### config.mk
export PLATFORM = sky130hd
export DESIGN_NAME = imm_encoder
export DESIGN_NICKNAME = d
export VERILOG_FILES = /design/src/rtl/imm_encoder.sv
export SDC_FILE = /design/constraint.sdc
export NUM_CORES = 1
export LEC_CHECK = 0
export CAP_MARGIN = 25
export CORE_UTILIZATION = 45
export DETAILED_ROUTE_END_ITERATION = 6
export HOLD_SLACK_MARGIN = 0.15
export MAX_ROUTING_LAYER = met4
export PLACE_DENSITY = 0.77
export SETUP_SLACK_MARGIN = 0.05
export SLEW_MARGIN = 20
export SYNTH_ARGS = -nofsm -noshare
export SYNTH_HDL_FRONTEND = slang
export SYNTH_SLANG_ARGS = --single-unit
### constraint.sdc
create_clock -name clk -period 3.63 [get_ports clk]
set_input_delay 0.9075 -clock clk [delete_from_list [all_inputs] [get_ports clk]]
set_output_delay 0.9075 -clock clk [all_outputs]
set_load 0.005 [all_outputs]
### src/rtl/imm_encoder.sv
// Two-stage valid/ready pipeline that packs an immediate into an instruction template (I/S/B/U).
// Define IMM_RANGE_CHECK_EN to flag immediates that do not fit the selected format on out_err.
module imm_encoder (
   input  logic        clk,
   input  logic        reset,
   input  logic        in_valid,
   output logic        in_ready,
   input  logic [31:0] in_tmpl,
   input  logic [31:0] in_imm,
   input  logic [1:0]  in_fmt,
   output logic        out_valid,
   input  logic        out_ready,
   output logic [31:0] out_instr,
   output logic        out_err,
   output logic [15:0] enc_count
);

   typedef enum logic [1:0] {FMT_I = 2'b00, FMT_S = 2'b01, FMT_B = 2'b10, FMT_U = 2'b11} fmt_e;

   logic        s1_valid_q, s1_valid_d;
   logic [31:0] s1_tmpl_q, s1_tmpl_d;
   logic [31:0] s1_imm_q, s1_imm_d;
   fmt_e        s1_fmt_q, s1_fmt_d;
   logic        s2_valid_q, s2_valid_d;
   logic [31:0] out_instr_q, out_instr_d;
   logic        out_err_q, out_err_d;
   logic [15:0] enc_count_q, enc_count_d;

   logic        s2_adv, s1_move, in_fire, out_fire;
   logic [31:0] packed_word;
   logic        range_err;

   // Handshakes are suppressed while reset is high so a reset cycle never transfers a word.
   always_comb begin
      s2_adv    = !s2_valid_q || out_ready;
      s1_move   = s1_valid_q && s2_adv;
      in_ready  = !reset && (!s1_valid_q || s2_adv);
      out_valid = s2_valid_q && !reset;
      in_fire   = in_valid && in_ready;
      out_fire  = out_valid && out_ready;
   end

   // NOTE: every always_comb output gets a default first, otherwise a missed branch infers a latch.
   always_comb begin
      packed_word = s1_tmpl_q;
      case (s1_fmt_q)
         FMT_I: packed_word[31:20] = s1_imm_q[11:0];
         FMT_S: begin
            packed_word[31:25] = s1_imm_q[11:5];
            packed_word[11:7]  = s1_imm_q[4:0];
         end
         FMT_B: begin
            packed_word[31]    = s1_imm_q[12];
            packed_word[30:25] = s1_imm_q[10:5];
            packed_word[11:8]  = s1_imm_q[4:1];
            packed_word[7]     = s1_imm_q[11];
         end
         default: packed_word[31:12] = s1_imm_q[31:12];
      endcase
   end

`ifdef IMM_RANGE_CHECK_EN
   // Sign-extension test: the bits above the field must all match the field's sign bit.
   always_comb begin
      range_err = 1'b0;
      case (s1_fmt_q)
         FMT_I, FMT_S: range_err = !((&s1_imm_q[31:11]) || !(|s1_imm_q[31:11]));
         FMT_B:        range_err = !((&s1_imm_q[31:12]) || !(|s1_imm_q[31:12])) || s1_imm_q[0];
         default:      range_err = |s1_imm_q[11:0];
      endcase
   end
`else
   assign range_err = 1'b0;
`endif

   always_comb begin
      s1_valid_d  = s1_valid_q;
      s1_tmpl_d   = s1_tmpl_q;
      s1_imm_d    = s1_imm_q;
      s1_fmt_d    = s1_fmt_q;
      s2_valid_d  = s2_valid_q;
      out_instr_d = out_instr_q;
      out_err_d   = out_err_q;
      enc_count_d = enc_count_q + {15'd0, out_fire};

      if (in_fire) begin
         s1_valid_d = 1'b1;
         s1_tmpl_d  = in_tmpl;
         s1_imm_d   = in_imm;
         s1_fmt_d   = fmt_e'(in_fmt);
      end else if (s1_move) begin
         s1_valid_d = 1'b0;
      end

      if (s2_adv) s2_valid_d = s1_valid_q;
      if (s1_move) begin
         out_instr_d = packed_word;
         out_err_d   = range_err;
      end
   end

   // NOTE: sequential state uses non-blocking assignments so all flops update from pre-edge values.
   always_ff @(posedge clk) begin
      if (reset) begin
         s1_valid_q  <= 1'b0;
         s2_valid_q  <= 1'b0;
         out_instr_q <= 32'd0;
         out_err_q   <= 1'b0;
         enc_count_q <= 16'd0;
      end else begin
         s1_valid_q  <= s1_valid_d;
         s2_valid_q  <= s2_valid_d;
         out_instr_q <= out_instr_d;
         out_err_q   <= out_err_d;
         enc_count_q <= enc_count_d;
      end
   end

   // NOTE: S1 payload is not reset; s1_valid_q alone decides whether it means anything.
   always_ff @(posedge clk) begin
      s1_tmpl_q <= s1_tmpl_d;
      s1_imm_q  <= s1_imm_d;
      s1_fmt_q  <= s1_fmt_d;
   end

   assign out_instr = out_instr_q;
   assign out_err   = out_err_q;
   assign enc_count = enc_count_q;

endmodule

==> results.txt, run 1 <==
Dividing the synthesized area by the synthesized cell count gives 12.44 sq um. The number of distinct library cells after synthesis is 36. Counting the fill cells in the layout gives 696. Initial standard-cell utilization of the core: 0.4651.

Walking the worst path, the cells encountered are clkdlybuf4s50_1, nor2b_2, a21oi_1, clkdlybuf4s50_1. The critical path data required time is 2.72 ns. The tools report the wire length on met3 as 573 um. The fraction of post-synthesis cell area in the top cell type by area is 0.4368. For the total area of multi-input combinational cells, the log shows 1174 sq um. For the number of levels the H-tree was split into, the log shows 3. By instance count, the cell type seen most on the critical path is sky130_fd_sc_hd__clkdlybuf4s50_1.

Share of total power in the clock network: 0.297. The tool flagged a number of max-cap violations equal to 0. The via count of the first global-routing pass is 2808, and the post-route clock period utilization is 0.8535. Buffers inserted to repair hold after CTS numbered 0.

Relative to the synthesized area, the layout overhead comes to 34.79%. The layout cell share with drive strength beyond 1 is 0.07256. The highest metal layer carrying signal wires in the routed design is met4. The worst-case IR drop observed on VDD is 0.2088 mV. The run gives 0 ns as the total negative slack for setup checks.

The worst setup path is launched from a primary input. Clock latency on the worst-skew pair, taken at its later pin, is 0.36 ns. The total core area was 8721 sq um. The synthesized netlist occupies a cell area of 4056 sq um. Summed over all cells, the static leakage comes to 1.893 nW. Cell taking the most area after synthesis: sky130_fd_sc_hd__edfxtp_1. The logs give 2811 for the total via count after detailed routing and 0 for the post-cts sizing count. The number of search-and-repair iterations in the first detailed-routing pass is 4.

The critical path in this run is classified as in2out. The sequential element share of the synthesized area came out at 0.6835. The kind of path behind the tightest hold check is reg2reg. For the number of failing hold endpoints at the final stage, the log shows 0. In this run the most critical hold path is launched from out_instr[6].

The routed wirelength normalized by instance count is 15.12 um. The normalized max-slew margin is 0.4887, and the number of antenna violations at the first check in global routing is 0. The share of synthesized flip-flops with an asynchronous set or reset is 0, and the final count of negative-setup-slack endpoints is 0. The tools report the total length of routed wires as 8299 um. Setup repair after global routing left no endpoint under its margin. The logs give 0 for the count of final max-slew check failures and 0 for the post-CTS setup buffer count. The run gives 0.01578 ns as the worst clock skew. TritonCTS built the clock tree. The sequential cells in the finished layout cover a total of 2773 sq um. The worst setup path is captured at an output port. The instance area after placement is 5285 sq um, and the depth of the worst register-to-register path is 8. The worst register-to-register path begins at s2_valid_q. The horizontal die dimension is 96.95 um, and the placement row count is 34. The most used flip-flop cell after synthesis is sky130_fd_sc_hd__edfxtp_1. The wire-length estimate of the detail-placed layout is 5702 um. Routed length on met1: 3648 um.

The master of the slowest instance on the critical path is sky130_fd_sc_hd__clkdlybuf4s50_1. For the first-pass GRT wire length, the log shows 13190 um. In this run the critical register-to-register path is captured at enc_count[14].

For this run, the top clock speed supported by timing is 0.3228 GHz. The tools report the fraction of the core area covered by cells at the end of the flow as 0.6270. After routing the design area is 5468 sq um. The count of flip-flops with a built-in enable after synthesis is 59, and the net count after synthesis is 403. The sequential share of power is 0.604, and the power per unit of standard cell area is 417.3 nW/um^2. Ranked by total cell area, the synthesized netlist is headed by sky130_fd_sc_hd__edfxtp_1 44%, sky130_fd_sc_hd__dfxtp_1 25%, sky130_fd_sc_hd__nor2_1 3.1%. Setup slack on the worst reg-to-reg path comes out at 1.79 ns.

For the internal portion of total power, the log shows 1.749 mW. The antenna diode count came out at 0. The flow ran to the end, and the final reports show no timing, DRC or antenna violations.

At the end of the flow, the number of nets in the layout was 513. The transition time of the tightest slew-check pin came out at 0.7653 ns. The count of unresolved DRC violations after routing came out at 0.

The total of flip-flops plus latches after synthesis works out to 109. Along the worst path, the maximum fanout reaches 5. 121 I/O pins were placed. Die height: 96.95 um. Clock-pin slew was measured on the worst setup and hold paths at 0.10 ns. The fraction of power spent switching nets is 0.2334. The clock passes through at most 2 buffers.

For the proportion of power drawn by combinational gates, the log shows 0.099. Minimum clock period after layout: 3.098 ns. CTS placed an instance of sky130_fd_sc_hd__clkbuf_8 at the clock tree root. The global route total overflow was 0; the number of buffer cells added on primary ports was 112. Combined global-route utilization of all metal layers: 0.1840. Summed over all nets, the switching power comes to 0.5326 mW. In this run the remaining antenna-violating nets after routing total 0. Clock tree synthesis found a total of 109 sinks. The end point of the worst hold path is out_instr[6]. For the total number of yosys warnings, the log shows 0. The library cells used most frequently in the layout, excluding fill and tap cells, are 111 x sky130_fd_sc_hd__clkdlybuf4s50_1, 59 x sky130_fd_sc_hd__edfxtp_1, 50 x sky130_fd_sc_hd__dfxtp_1. The final RePlAce weighted congestion is 0.7834, and the number of cells on the worst hold path is 2. The detailed router finished its first iteration with 68 violations. The delay of the slowest cell on the worst path works out to 0.52 ns. The largest net degree at the start of global routing was 60; the wire length on met2 was 4009 um. The full die area came out at 9398 sq um. After detailed routing, the number of vias per cell comes to 5.120.

The logs give 2.19 ns for the data arrival time of the critical path and 326 for the synthesized netlist cell count. In this run, CTS created clock tree buffers numbering 9. Leaving out fill and tap cells, the most frequent cell in the layout is sky130_fd_sc_hd__clkdlybuf4s50_1.
==> Yosys cell counts, types with 2 or more instances <==
| cell | instances |
|---|---|
| sky130_fd_sc_hd__dfxtp_1 | 50 |
| sky130_fd_sc_hd__or3_1 | 2 |
| sky130_fd_sc_hd__o21ai_0 | 3 |
| sky130_fd_sc_hd__clkbuf_1 | 8 |
| sky130_fd_sc_hd__nor4_2 | 4 |
| sky130_fd_sc_hd__edfxtp_1 | 59 |
| sky130_fd_sc_hd__xnor2_1 | 10 |
| sky130_fd_sc_hd__a211oi_1 | 8 |
| sky130_fd_sc_hd__a221oi_1 | 11 |
| sky130_fd_sc_hd__a21oi_1 | 24 |
| sky130_fd_sc_hd__and2_1 | 2 |
| sky130_fd_sc_hd__inv_1 | 9 |
| sky130_fd_sc_hd__buf_2 | 8 |
| sky130_fd_sc_hd__nand3_1 | 5 |
| sky130_fd_sc_hd__xor2_1 | 2 |
| sky130_fd_sc_hd__nand2_1 | 31 |
| sky130_fd_sc_hd__nor2_1 | 34 |
| sky130_fd_sc_hd__mux2i_1 | 8 |
| sky130_fd_sc_hd__nor2b_1 | 8 |
| sky130_fd_sc_hd__nor3_1 | 15 |
| sky130_fd_sc_hd__ha_1 | 7 |
| sky130_fd_sc_hd__a311oi_1 | 4 |
==> worst max-delay path: cells and delay by family <==
| family | cells | cell delay, ns |
|---|---|---|
| AOI/OAI and AO/OA | 1 | 0.18 |
| buffers and inverters | 2 | 1.01 |
| and+or+nand+nor | 1 | 0.08 |
==> registers in the layout, summed over array words and instances (netlist names) <==
register / count
enc_count: 16
s1_valid_q: 1
out_instr: 32
s1_fmt_q: 2
s1_imm_q: 32
s2_valid_q: 1
s1_tmpl_q: 25
==> through the flow <==
| stage | hold WS (ns) | power [mW] | setup WS [ns] | cells |
|---|---|---|---|---|
| 4_1_cts | 0.4672 | 2.303 | 0.5203 | 549 |
| 2_1_floorplan | 0.4527 | 1.491 | 0.5413 | 326 |
| 6_report | 0.4639 | 2.282 | 0.5317 | 549 |
| 3_3_place_gp | 0.4452 | 1.626 | 0.5323 | 533 |
| 5_1_grt | 0.4893 | 2.375 | 0.4507 | 549 |
| 3_5_place_dp | 0.4509 | 1.633 | 0.5219 | 533 |
==> worst max-delay path by stage <==
stage	from	end	slack (ns)	depth (start not counted)
floorplan	reset	s1_fmt_q[0]	0.54	3
global placement	out_ready	in_ready	0.53	4
detailed placement	out_ready	in_ready	0.52	4
CTS	out_ready	in_ready	0.52	4
global route	out_ready	in_ready	0.45	4
finish	out_ready	in_ready	0.53	4
==> cell families (layout without fill, tap and decap cells) <==
kind of cell,count (synthesis),in the layout,share of synthesized area
DFF,109,109,0.6835
and+or+nand+nor,108,108,0.1323
AOI/OAI and AO/OA,53,53,0.08668
buffers and inverters,28,143,0.02930
xor gates and xnor gates,12,12,0.02591
muxes,8,8,0.01974
adders and majority gates,7,7,0.02159
other,1,1,0.0009245
==> metal layers <==
metal / up-vias / global-route usage
met1: 1316 / 0.2240
met3: 5 / 0.04335
met5: - / -
li1: 1382 / -
met2: 108 / 0.3061
met4: 0 / 0.05281
==> final cells by class <==
class / instances / share of cell area
sequential: 109 / 0.5071
multi-input combinational: 189 / 0.2146
timing repair buffer: 117 / 0.2133
tap: 108 / 0.02471
clock buffer: 10 / 0.02334
clock inverter: 6 / 0.01007
inverter: 10 / 0.006865
==> power by group through the flow <==
| stage | logic, mW | registers (mW) | clock network [mW] |
|---|---|---|---|
| 2_1_floorplan | 0.0866 | 1.40 | 0 |
| 3_3_place_gp | 0.222 | 1.40 | 0 |
| 3_5_place_dp | 0.227 | 1.41 | 0 |
| 4_1_cts | 0.228 | 1.38 | 0.697 |
| 5_1_grt | 0.247 | 1.38 | 0.745 |
| 6_report | 0.226 | 1.38 | 0.677 |
(Power assumes the default switching activity.)
==> run 2: changes to the inputs <==
--- a/config.mk
+++ b/config.mk
@@ -6,11 +6,11 @@
 export NUM_CORES = 1
 export LEC_CHECK = 0
 export CAP_MARGIN = 25
-export CORE_UTILIZATION = 45
+export CORE_UTILIZATION = 47
 export DETAILED_ROUTE_END_ITERATION = 6
 export HOLD_SLACK_MARGIN = 0.15
 export MAX_ROUTING_LAYER = met4
-export PLACE_DENSITY = 0.77
+export PLACE_DENSITY = 0.8
 export SETUP_SLACK_MARGIN = 0.05
 export SLEW_MARGIN = 20
 export SYNTH_ARGS = -nofsm -noshare
==> run 2 against run 1 <==
Effect of this change: sequential share of layout area rose by 0.081 points; via count up 0.39%; total power hardly changed; sequential power hardly changed.
==> results.txt, run 2 (synthesis gave the netlist of run 1 again) <==
For the worst setup path, the data required time is 2.72 ns. The tools report the worst-case clock buffer depth as 2. In this run the critical register-to-register path is captured at enc_count[14]. The initial standard-cell utilization of the core is 0.4888, and the number of instances in the placed design is 529. Antenna diode count: 0.

Data on the critical path arrives at its endpoint at 2.18 ns. For this run, design rule violations remaining after detail routing come to 0. Capturing element of the worst setup path: in_ready. The tools report the endpoint class of the critical path as an output port. In this run the power density over the cells is 418.3 nW/um^2.

The top cell types in the final layout, fill and taps aside, are 111 x sky130_fd_sc_hd__clkdlybuf4s50_1, 59 x sky130_fd_sc_hd__edfxtp_1, 50 x sky130_fd_sc_hd__dfxtp_1. Compared with the post-synthesis result, the final layout area differs by 34.58%. For this run the aggregate overflow at the end of global routing stands at 0. The sequential share of power is 0.603, and the final RePlAce weighted congestion is 0.7844. The power dissipated by switching net loads was 0.5351 mW. For the total core area, the log shows 8299 sq um. The most critical setup path has its startpoint at out_ready. The detailed-route vias per instance works out to 5.178.

In this run the count of I/O pins placed on the die edge is 121. The run gives 33 as the placement row count. The total negative slack for setup checks is 0 ns. The detailed router placed 2822 vias in this run. The final count of negative-setup-slack endpoints was 0; the horizontal die dimension was 94.90 um. The kind of cell with the highest combined delay along the critical path is buffers and inverters. The post-detailed-route count of antenna-violating nets was 0. TritonCTS built the clock tree. The run gives 13430 um as the first-pass GRT wire length.

The routed design has 8341 um of wire. The run finished with clean final reports. Max-cap violations in this run came to 0. The delay of the slowest cell on the worst path was 0.52 ns; the via count of the first global-routing pass was 2862.

The completed layout was analyzed and its total power is 2.283 mW. The count of final max-slew check failures is 0. Counting the buffers created by CTS gives 9. Entering global routing, the biggest net connects 60 pins. The count of buffer and inverter cells on the critical path works out to 2. The number of antenna violations at the first check in global routing is 0. The run gives 0.099 as the proportion of power drawn by combinational gates. The full die area is 9006 sq um, and the setup slack on the worst flop-to-flop path is 1.75 ns. The depth of the worst register-to-register path is 8, and the number of buffers inserted by hold repair at cts is 0. Input and output buffers added on the ports amount to 112.

The worst setup path is launched from a primary input. The post-CTS setup buffer count is 0, and the count of clock tree sinks is 109. At the end of the flow, the number of nets in the layout was 512. From bottom edge to top edge, the die measures 94.90 um. CTS built an H-tree with a depth of 3. After detailed routing, the average wire length per cell comes to 15.30 um.

The tools report the number of non-filler instances in the completed layout as 545. Master of the slowest instance on the critical path: sky130_fd_sc_hd__clkdlybuf4s50_1. Setup repair after global routing left no endpoint under its margin.

For the worst-skew pair, the clock arrives at the later sink with an insertion delay of 0.36 ns. On the final layout, the worst clock skew is 0.01268 ns. The normalized max-slew margin came out at 0.3816. The library cell used most frequently in the layout, excluding fill and tap cells, is sky130_fd_sc_hd__clkdlybuf4s50_1. The internal portion of the total power is 1.748 mW. The post-route clock period utilization is 0.8509, and the layout cell share with drive strength beyond 1 is 0.07045.

Most numerous cell on the critical path: sky130_fd_sc_hd__clkdlybuf4s50_1. Clock tree synthesis selected as its root buffer the cell sky130_fd_sc_hd__clkbuf_8. The run gives 0.2045 as the combined global-route utilization of all metal layers. The count of cell instances traversed by the critical path works out to 4. The kind of path behind the tightest hold check is reg2reg. For this run, the top clock speed supported by timing is 0.3238 GHz. The clock-pin slew reported for the worst setup and hold paths after clock tree synthesis was 0.11 ns; the number of failing hold endpoints at the final stage was 0. The tools report the launching point of the worst reg2reg path as s2_valid_q. After legalization and detailed placement, the total HPWL measured 5742 um.

The worst setup path is of the in2out kind. For this block, the initial DRC count from the detailed router was 69. The fraction of power spent switching nets is 0.2343. The smallest clock period supported by the final layout is computed as 3.089 ns.

Walking the worst path, the cells encountered are clkdlybuf4s50_1, nor2b_2, a21oi_1, clkdlybuf4s50_1. Along the worst path, the maximum fanout reaches 5. The tools report the maximum vdd drop as 0.2183 mV.

For this run, the detailed router's first-pass iteration total came to 5. The run gives 0 as the post-cts sizing count. The fraction of the core area covered by cells at the end of the flow came out at 0.6578. Static leakage: 1.887 nW. For the pin with the worst max-slew slack, the measured transition is 0.9257 ns. The tools report the share of total power in the clock network as 0.298.
[run 2: cell count changes in the layout (fill, tap and decap cells not counted), sizes merged]
cell / previous run / this run
buf: 6 / 5
[run 2: layout make-up]
class | instances | area, sq um
clock buffers | 10 | 127.6
fillers | 619 | 2840
clock inverters | 6 | 57.56
multi-input cells | 189 | 1174
well taps | 105 | 131.4
flip-flops and latches | 109 | 2773
repair buffers | 116 | 1159
inverters | 10 | 37.54
[run 2: worst min-delay path by stage]
stage | startpoint | endpoint | slack (ns) | depth (start not counted)
after CTS | out_instr[6] | out_instr[6] | 0.46 | 2
after global routing | out_instr[6] | out_instr[6] | 0.49 | 2
after detailed placement | out_instr[6] | out_instr[6] | 0.45 | 2
final | out_instr[6] | out_instr[6] | 0.46 | 2
after floorplan | out_instr[0] | out_instr[0] | 0.45 | 2
after global placement | out_instr[3] | out_instr[3] | 0.44 | 2
[run 2: per-stage QoR]
stage	hold WS, ns	instance area, sq um	worst slack [ns]
floorplan	0.4527	4056	0.5413
global placement	0.4434	5274	0.5464
detailed placement	0.4472	5274	0.5473
CTS	0.4632	5459	0.5370
global route	0.4883	5459	0.4923
finish	0.4608	5459	0.5413
[run 2: layer usage]
metal  GRT usage  routed length, um  part of all wire  vias to the layer above
li1            -                  -                 -                     1380
met4     0.04924                 89             0.011                        0
met3     0.05233                578             0.069                        9
met1      0.2490               3546              0.43                     1320
met5           -                  0                 0                        -
met2      0.3405               4126              0.49                      113
[run 2: tightest hold or removal path, stage by stage, from the launching register on]
cell and delay (ns):
sky130_fd_sc_hd__dfxtp_1 0.32, sky130_fd_sc_hd__nand2_1 0.05, sky130_fd_sc_hd__a21oi_1 0.05
[run 2: power by group through the flow]
stage	clock, mW	sequential, mW	combinational (mW)
global placement	0	1.40	0.221
finish	0.681	1.38	0.225
CTS	0.701	1.38	0.228
detailed placement	0	1.41	0.227
global route	0.753	1.38	0.246
floorplan	0	1.40	0.0866
==> run 3: changes to the inputs <==
--- a/config.mk
+++ b/config.mk
@@ -7,9 +7,9 @@
 export LEC_CHECK = 0
 export CAP_MARGIN = 25
 export CORE_UTILIZATION = 47
+export CTS_CLUSTER_SIZE = 24
 export DETAILED_ROUTE_END_ITERATION = 6
 export HOLD_SLACK_MARGIN = 0.15
-export MAX_ROUTING_LAYER = met4
 export PLACE_DENSITY = 0.8
 export SETUP_SLACK_MARGIN = 0.05
 export SLEW_MARGIN = 20
==> run 3 against run 2 <==
Effect of this change: utilization stayed put; sequential share of layout area unchanged; hold slack barely moved; first-iteration DRC count decreased by 10%; non-clock buffer count did not move; via count up 0.25%; clock power about the same; fmax about the same; design area unchanged.
==> results.txt, run 3 (synthesis gave the netlist of run 1 again) <==
The run finished with clean final reports. In this run the remaining antenna-violating nets after routing total 0. Number of levels the H-tree was split into: 3.

The tools report the capturing element of the worst setup path as in_ready. Leaving out fill and tap cells, the most frequent cells in the layout are 111 x sky130_fd_sc_hd__clkdlybuf4s50_1, 59 x sky130_fd_sc_hd__edfxtp_1, 50 x sky130_fd_sc_hd__dfxtp_1. The routed wirelength normalized by instance count was 15.28 um; the clock latency of the later-clocked register in the worst-skew pair was 0.36 ns. The number of buffer cells added on primary ports is 112. In this run, post-CTS repair resized a total of 0 instances. The tools report the start point of the critical path as out_ready. Subtracting the final worst setup slack from the clock period gives 3.090 ns. The combined global-route utilization of all metal layers was 0.1989; the critical path data required time was 2.72 ns. The die height was 94.90 um; the full die area was 9006 sq um. The clock net in this run drives a total of 109 sinks. Count of final max-slew check failures: 0. Setup repair after global routing left no endpoint under its margin. The path class of the tightest hold or removal check is reg2reg.

The count of cell instances traversed by the critical path was 4; the number of cells on the worst hold path was 2. For the number of failing hold endpoints at the final stage, the log shows 0. The HPWL after detailed placement is 5742 um.

The family with the most delay on the worst path is buffers and inverters. Wires add up to 8326 um. The run gives 0 as the number of antenna violations at the first check in global routing. For this design, the CTS-stage hold fixing added 0 buffers. TritonCTS built the clock tree. The total core area is 8299 sq um, and the transition time of the tightest slew-check pin is 0.9175 ns. The maximum operating frequency is 0.3237 GHz. The post-route clock period utilization is 0.8511. The most common cell after layout, fill and taps aside was sky130_fd_sc_hd__clkdlybuf4s50_1. The count of unresolved DRC violations after routing was 0; the clock-pin slew reported for the worst setup and hold paths after clock tree synthesis was 0.11 ns. Layout cell share with drive strength beyond 1: 0.07045. The type of the worst setup path was in2out. The count of boundary I/O pins is 121, and the area growth from synthesis to layout is 34.58%.

The power per unit of standard cell area is 417.6 nW/um^2, and the horizontal die dimension is 94.90 um. The repair_antennas step left the layout with diodes totalling 0. The tools report the endpoint class of the critical path as an output port.

Setup total negative slack on the finished layout was measured at 0 ns. The worst clock skew was 0.01154 ns; the depth of the worst register-to-register path was 8. The count of buffer and inverter cells on the critical path was 2. The number of search-and-repair iterations in the first detailed-routing pass came out at 5. Routability-driven placement finished with a final weighted congestion of 0.7739. The run gives 2864 as the via count of the first global-routing pass. For this block, the initial DRC count from the detailed router was 62. The analysis attributes to cell leakage a power of 1.887 nW. The total non-filler cell area in the finished layout was 5459 sq um; the total via count after detailed routing was 2829. The number of clock buffers added by TritonCTS is 9.

Counting the fill cells in the layout gives 619. IR analysis of the VDD net gives a maximum drop of 0.2185 mV. On the worst path, the slowest cell contributes a delay of 0.52 ns.

Capture instance of the worst register-to-register path: enc_count[14]. The initialized floorplan defines 33 standard-cell rows. For the worst setup path, the data arrival time is 2.18 ns. The initial standard-cell utilization of the core is 0.4888. Summed over all layers, the global routing overflow is 0. The detailed-route vias per instance was 5.191; the instance area after placement was 5274 sq um. In this run the most critical hold path is launched from out_instr[6].

Setup violations remaining at the end of the flow were counted as 0. The launching point of the worst reg2reg path is s2_valid_q. Largest fanout on the critical path: 5. Post-CTS timing repair inserted 0 buffers for setup. The tree is rooted in a sky130_fd_sc_hd__clkbuf_8.

At the end of the flow, the number of nets in the layout was 512. No sink is reached through more buffers than the 2 on the longest clock path. The run gives 0.3870 as the normalized max-slew margin. The setup slack on the worst flop-to-flop path came out at 1.75 ns. The critical path goes through clkdlybuf4s50_1, nor2b_2, a21oi_1, clkdlybuf4s50_1. STA classifies the critical path startpoint as a primary input. Entering global routing, the biggest net connects 60 pins. The most numerous cell on the critical path was sky130_fd_sc_hd__clkdlybuf4s50_1. Max-cap violations in this run came to 0. The first global-routing pass estimated 13460 um of wire.

The largest individual stage delay along the critical path comes from the cell sky130_fd_sc_hd__clkdlybuf4s50_1.
[run 3: cell counts in the layout (fill, tap and decap cells not counted)]
Identical to the previous run, type by type.
[run 3: worst register-to-register path: stages (launching register included)]
cell,delay (ns)
sky130_fd_sc_hd__dfxtp_1,0.33
sky130_fd_sc_hd__nor2b_1,0.16
sky130_fd_sc_hd__and2_1,0.17
sky130_fd_sc_hd__ha_1,0.19
sky130_fd_sc_hd__ha_1,0.21
sky130_fd_sc_hd__nand2_1,0.16
sky130_fd_sc_hd__nor4_2,0.34
sky130_fd_sc_hd__xnor2_1,0.15
sky130_fd_sc_hd__nor2_1,0.06
[run 3: area by class of cell]
class	count	area (sq um)	area share
multi-input combinational	189	1174	0.2150
clock buffer	10	127.6	0.02338
timing repair buffer	116	1159	0.2122
sequential	109	2773	0.5079
clock inverter	6	57.56	0.01054
tap	105	131.4	0.02407
inverter	10	37.54	0.006876
[run 3: routing by layer]
metal | routed length (um) | part of all wire | vias up | global-route usage
met1 | 3487 | 0.42 | 1343 | 0.2458
met3 | 542 | 0.065 | 9 | 0.06039
met4 | 87 | 0.010 | 0 | 0.04924
met5 | 0 | 0 | - | 0
met2 | 4209 | 0.51 | 98 | 0.3393
li1 | - | - | 1379 | -
[run 3: worst min-delay path by stage]
stage | to | slack [ns]
6_report | out_instr[6] | 0.46
5_1_grt | out_instr[6] | 0.49
4_1_cts | out_instr[6] | 0.46
3_5_place_dp | out_instr[6] | 0.45
3_3_place_gp | out_instr[3] | 0.44
2_1_floorplan | out_instr[0] | 0.45
[run 3: report_power, final]
part           switching (mW)  internal (mW)
Sequential             0.0227           1.35
Clock                   0.414          0.263
Combinational          0.0946          0.130
Total                   0.532           1.75
[run 3: stage by stage]
step / power (mW) / hold WS, ns / setup WS [ns] / util / cells
after CTS: 2.307 / 0.4632 / 0.5370 / 0.6578 / 545
final: 2.280 / 0.4605 / 0.5405 / 0.6578 / 545
after global placement: 1.624 / 0.4434 / 0.5464 / 0.6355 / 529
after global routing: 2.382 / 0.4883 / 0.4923 / 0.6578 / 545
after detailed placement: 1.632 / 0.4472 / 0.5473 / 0.6355 / 529
after floorplan: 1.491 / 0.4527 / 0.5413 / - / 326
